===== config.mk =====
export PLATFORM = sky130hd
export DESIGN_NAME = gpu_pixel_arbiter
export DESIGN_NICKNAME = d
export VERILOG_FILES = /design/src/rtl/gpu_pixel_arbiter.sv
export SDC_FILE = /design/constraint.sdc
export NUM_CORES = 1
export LEC_CHECK = 0
export CORE_UTILIZATION = 42
export CTS_CLUSTER_SIZE = 20
export DETAILED_ROUTE_END_ITERATION = 16
export GPL_TIMING_DRIVEN = 0
export PLACE_DENSITY = 0.81
export SLEW_MARGIN = 25
export SYNTH_ARGS = -nofsm -noshare
export SYNTH_HDL_FRONTEND = slang
export SYNTH_SLANG_ARGS = --single-unit

===== constraint.sdc =====
create_clock -name clk -period 3.7 [get_ports clk]
set_input_delay 0.74 -clock clk [delete_from_list [all_inputs] [get_ports clk]]
set_output_delay 0.74 -clock clk [all_outputs]
set_load 0.02 [all_outputs]

===== src/rtl/gpu_pixel_arbiter.sv =====
// Burst-locked round-robin arbiter sharing the framebuffer pixel port between the line and
// fill engines. Define GPU_PIXEL_ARB_STATS_EN to add saturating pixel/stall counters.
`ifndef WIDTH_BITS
`define WIDTH_BITS 10
`endif
`ifndef HEIGHT_BITS
`define HEIGHT_BITS 10
`endif
`ifndef CHANNEL_BITS
`define CHANNEL_BITS 8
`endif

module gpu_pixel_arbiter #(
   parameter int MAX_BURST = 8
) (
   input  logic                     clk,
   input  logic                     rst,
   input  logic                     line_valid_i,
   input  logic [`WIDTH_BITS-1:0]   line_x_i,
   input  logic [`HEIGHT_BITS-1:0]  line_y_i,
   input  logic [`CHANNEL_BITS-1:0] line_r_i,
   input  logic [`CHANNEL_BITS-1:0] line_g_i,
   input  logic [`CHANNEL_BITS-1:0] line_b_i,
   output logic                     line_ready_o,
   input  logic                     fill_valid_i,
   input  logic [`WIDTH_BITS-1:0]   fill_x_i,
   input  logic [`HEIGHT_BITS-1:0]  fill_y_i,
   input  logic [`CHANNEL_BITS-1:0] fill_r_i,
   input  logic [`CHANNEL_BITS-1:0] fill_g_i,
   input  logic [`CHANNEL_BITS-1:0] fill_b_i,
   output logic                     fill_ready_o,
   output logic                     pix_valid_o,
   output logic [`WIDTH_BITS-1:0]   pix_x_o,
   output logic [`HEIGHT_BITS-1:0]  pix_y_o,
   output logic [`CHANNEL_BITS-1:0] pix_r_o,
   output logic [`CHANNEL_BITS-1:0] pix_g_o,
   output logic [`CHANNEL_BITS-1:0] pix_b_o,
   input  logic                     pix_ready_i,
   output logic                     busy_o
`ifdef GPU_PIXEL_ARB_STATS_EN
   ,
   output logic [15:0]              line_pix_cnt_o,
   output logic [15:0]              fill_pix_cnt_o,
   output logic [15:0]              stall_cnt_o
`endif
);

   localparam logic [1:0] IDLE     = 2'd0;
   localparam logic [1:0] GNT_LINE = 2'd1;
   localparam logic [1:0] GNT_FILL = 2'd2;
   localparam logic       SRC_LINE = 1'b0;
   localparam logic       SRC_FILL = 1'b1;
   localparam logic [7:0] BURST_MAX = 8'(MAX_BURST);

   logic [1:0] state, state_n, other_gnt;
   logic [7:0] burst_cnt;
   logic       last_src, gap;
   logic       out_free, line_xfer, fill_xfer, xfer;
   logic       own_valid, other_valid, burst_done, switching;

   // gap blanks the readies for one cycle after a burst-limit handover
   assign out_free     = !pix_valid_o || pix_ready_i;
   assign line_ready_o = (state == GNT_LINE) && !gap && out_free;
   assign fill_ready_o = (state == GNT_FILL) && !gap && out_free;
   assign line_xfer    = line_valid_i && line_ready_o;
   assign fill_xfer    = fill_valid_i && fill_ready_o;
   assign xfer         = line_xfer || fill_xfer;

   assign own_valid   = (state == GNT_LINE) ? line_valid_i : fill_valid_i;
   assign other_valid = (state == GNT_LINE) ? fill_valid_i : line_valid_i;
   assign other_gnt   = (state == GNT_LINE) ? GNT_FILL : GNT_LINE;
   assign burst_done  = xfer && ((burst_cnt + 8'd1) == BURST_MAX);
   assign switching   = (state_n != state);

   always_comb begin
      state_n = state;
      case (state)
         IDLE: begin
            if (line_valid_i && (!fill_valid_i || last_src == SRC_FILL)) state_n = GNT_LINE;
            else if (fill_valid_i)                                        state_n = GNT_FILL;
         end
         GNT_LINE, GNT_FILL: begin
            if (!own_valid)                     state_n = other_valid ? other_gnt : IDLE;
            else if (burst_done && other_valid) state_n = other_gnt;
         end
         default: state_n = IDLE;
      endcase
   end

   always_ff @(posedge clk or posedge rst) begin
      if (rst) begin
         state     <= IDLE;
         last_src  <= SRC_FILL;
         burst_cnt <= 8'd0;
         gap       <= 1'b0;
      end else begin
         state <= state_n;
         gap   <= xfer && switching;
         if (switching) begin
            burst_cnt <= 8'd0;
            if (state_n == GNT_LINE)      last_src <= SRC_LINE;
            else if (state_n == GNT_FILL) last_src <= SRC_FILL;
         end else if (burst_done) begin
            burst_cnt <= 8'd0;
         end else if (xfer) begin
            burst_cnt <= burst_cnt + 8'd1;
         end
      end
   end

   always_ff @(posedge clk or posedge rst) begin
      if (rst) begin
         pix_valid_o <= 1'b0;
         pix_x_o     <= '0;
         pix_y_o     <= '0;
         pix_r_o     <= '0;
         pix_g_o     <= '0;
         pix_b_o     <= '0;
      end else if (xfer) begin
         pix_valid_o <= 1'b1;
         pix_x_o     <= line_xfer ? line_x_i : fill_x_i;
         pix_y_o     <= line_xfer ? line_y_i : fill_y_i;
         pix_r_o     <= line_xfer ? line_r_i : fill_r_i;
         pix_g_o     <= line_xfer ? line_g_i : fill_g_i;
         pix_b_o     <= line_xfer ? line_b_i : fill_b_i;
      end else if (pix_ready_i) begin
         pix_valid_o <= 1'b0;
      end
   end

   assign busy_o = (state != IDLE) || pix_valid_o;

`ifdef GPU_PIXEL_ARB_STATS_EN
   always_ff @(posedge clk or posedge rst) begin
      if (rst) begin
         line_pix_cnt_o <= 16'd0;
         fill_pix_cnt_o <= 16'd0;
         stall_cnt_o    <= 16'd0;
      end else begin
         if (line_xfer && line_pix_cnt_o != 16'hFFFF) line_pix_cnt_o <= line_pix_cnt_o + 16'd1;
         if (fill_xfer && fill_pix_cnt_o != 16'hFFFF) fill_pix_cnt_o <= fill_pix_cnt_o + 16'd1;
         if (pix_valid_o && !pix_ready_i && stall_cnt_o != 16'hFFFF)
            stall_cnt_o <= stall_cnt_o + 16'd1;
      end
   end
`endif

endmodule


==> metrics <==
DP Area 0.00467 mm^2; Skew-Pair Late Insertion Delay 0.34 ns; CP top delay family simple AND/OR/NAND/NOR gates; Synthesized Nets ~430; TritonRoute pass-1 iters 5; max frequency 307 MHz; synthesized flop and latch total between 50 and 60; CP cell instances clkdlybuf4s50_1 > and2b_1 > a211oi_4 > nor4b_4 > and2_1 > a31oi_1 > o2111ai_1 > nand3_1 > ha_1 > a211oi_1 > o21ai_0 > o31a_1; fin crit period 3.26 ns; first-pass GRT wire length between 10000 and 15000 um; clk buf depth 2; area grow syn2layout 56.3%; critical path depth 12; initial antenna violation count 0; slowest stage delay, CP between 0.4 and 0.5 ns; # DRC 0; Yosys warnings 0; clock skew 0.00717 ns; CP max-delay cell clkdlybuf4s50_1; via count 3022; CP max FO 5; Worst Hold Class reg -> reg; register area share after synthesis 0.457; final wirelength 9720 um; Max Cap Viol 0; all-layer global routing usage 0.246; die area around 0.008 mm^2; final worst-path cycle share 0.881; total CTS buffers 9; GPL Wtd Cong 0.842; worst hold stages 2; H-tree depth 3; Post-Syn Instances about 330; setup violators final 0; antenna-violating nets left 0; die height approximately 90 um; fin nets just under 600; Peak VDD IR roughly 0.53 mV; Non-Filler Instances 583; Final Instance Area 0.00488 mm^2; Pleak 2.27 nW; Worst Path Buf+Inv 1; die width 88.2 um; Core ar. 0.00721 mm^2; Hold-fix buffers, CTS 0; Hold Fails Final Rpt 0; vias in the first global route 2755; I/O pin count about 140; Slew headroom 0.465; CTS tree done; largest net degree at the start of global routing 42; Avg Cell Area, Syn ~9.6 um^2; mean routed wirelength per cell roughly 17 um; I/O Buffers 140; Util after Layout 0.676; Post-Place Cells 566; clk sinks 57; multi-input logic area 0.00158 mm^2; total power 3.67 mW; status completed; Fillers 550; RSZ-0062 raised after global routing no; share of cells above drive strength 1 0.0806; CP Capture Type flop; post-route setup slack between 0.4 and 0.5 ns; Crit path required time between 3 and 4 ns; R2R depth 13; HPWL Detailed approximately 7400 um; Initial Util 0.433; M1 GR Usage 0.318; Setup CP Type in -> reg; register area between 0.001 and 0.0015 mm^2; GR peak layer met2; pre-CTS setup slack -0.109 ns; final setup TNS 0 ns; Root Buffer clkbuf_8; GR Util met2 0.397; Critical Path AT 3.53 ns; met3 Usage GRT 0.0793; measured slew at the worst slew-check pin 0.796 ns; worst hold margin 0.550 ns; num rows 31; DRT iter0 DRCs 148; synthesized area 0.00312 mm^2; DR vias/cell 5.18; pwr dens 752 mW/mm^2; Clk pin slew, worst setup/hold paths 0.07 ns; Yosys cell types between 40 and 50; pins over their slew limit 0; Startpoint Class input port; Ant. Diodes 0; GR Overflow Total 0
-- routing by layer --
layer	vias up	part of all wire
met5	-	0
met3	12	0.096
met2	118	0.48
met4	0	0.013
met1	1443	0.42
li1	1449	-
-- registers in the layout, summed over array words and instances, names as in the netlist --
signal	cells
last_src	1
gap	1
pix_valid_o	1
pix_y_o	10
pix_b_o	8
pix_x_o	10
pix_r_o	8
pix_g_o	8
burst_cnt	8
state	2
-- final timing paths --
check | startpoint | end | slack (ns)
max in group asynchronous | rst | last_src | 2.48
setup reg to reg | state[1] | last_src | 0.46
setup / recovery | pix_ready_i | last_src | 0.44
hold reg to reg | burst_cnt[7] | burst_cnt[7] | 0.55
min in group asynchronous | rst | pix_y_o[7] | 0.68
hold / removal | burst_cnt[7] | burst_cnt[7] | 0.55
-- report_power, final --
part | leakage (nW) | internal [mW] | total [mW] | switching [mW]
clock network | 0.0960 | 0.317 | 0.573 | 0.255
logic | 1.45 | 0.941 | 2.04 | 1.10
registers | 0.721 | 0.894 | 1.06 | 0.162
-- cells in the final DEF, fill, tap and decap left out, drive strengths merged, types with 2 or more instances in the layout --
cell | synthesis | layout
a211oi | 3 | 3
a21oi | 11 | 11
a31oi | 3 | 3
and2 | 4 | 4
and3 | 4 | 4
buf | 10 | 12
clkbuf | 9 | 24
clkdlybuf4s50 | 0 | 140
dfrtp | 56 | 56
ha | 7 | 7
inv | 6 | 6
mux2i | 44 | 44
nand2 | 59 | 59
nand2b | 2 | 2
nand3 | 9 | 9
nand4 | 3 | 3
nor2 | 11 | 11
nor2b | 2 | 2
nor3 | 4 | 4
o21ai | 50 | 50
o31a | 3 | 3
o31ai | 2 | 2
or4 | 2 | 2
xnor2 | 2 | 2
xor2 | 6 | 6
-- worst min-delay path, stage by stage (launching register included) --
cell,delay [ns]
dfrtp_1,0.36
xor2_1,0.07
nor2_1,0.08
-- cells by family after synthesis --
kind of cell | Yosys count | share of synthesized area
adders and majority gates | 7 | 0.0281
buffers and inverters | 25 | 0.0381
DFF | 57 | 0.457
xor gates and xnor gates | 8 | 0.0224
and+or+nand+nor | 108 | 0.167
AOI/OAI and AO/OA | 77 | 0.146
muxes | 44 | 0.141
-- synthesized netlist by cell type, drive strengths merged --
master	number	area share
nand2	59	0.074
dfrtp	56	0.45
o21ai	50	0.080
mux2i	44	0.14
a21oi	11	0.021
nor2	11	0.013
buf	10	0.020
clkbuf	9	0.011
nand3	9	0.014
ha	7	0.028
inv	6	0.0072
xor2	6	0.017
and2	4	0.0088
and3	4	0.0080
nor3	4	0.0064
a211oi	3	0.011
a31oi	3	0.0060
nand4	3	0.0060
o31a	3	0.0084
nand2b	2	0.0040
nor2b	2	0.0040
o31ai	2	0.0048
or4	2	0.0048
xnor2	2	0.0056
a211o	1	0.0028
a21boi	1	0.0024
and2b	1	0.0024
and3b	1	0.0028
and4	1	0.0028
dfstp	1	0.0084
nor3b	1	0.0040
nor4	1	0.0020
nor4b	1	0.0048
o2111ai	1	0.0028
o211ai	1	0.0040
o21bai	1	0.0024
or2	1	0.0020
or3	1	0.0020
-- cell type report --
cell class	count	share of cell area
inverter	6	0.00513
clock buffer	15	0.0382
timing repair buffer	142	0.293
buffer	19	0.0197
tap	99	0.0254
multi-input combinational	244	0.325
clock inverter	1	0.00154
sequential	57	0.293
-- repair_timing --
action,in CTS,in global routing
setup buffers,0,1
endpoints found under the setup margin,0,1
resized for setup,0,1
Note: power is estimated with default switching activity, not from simulation.
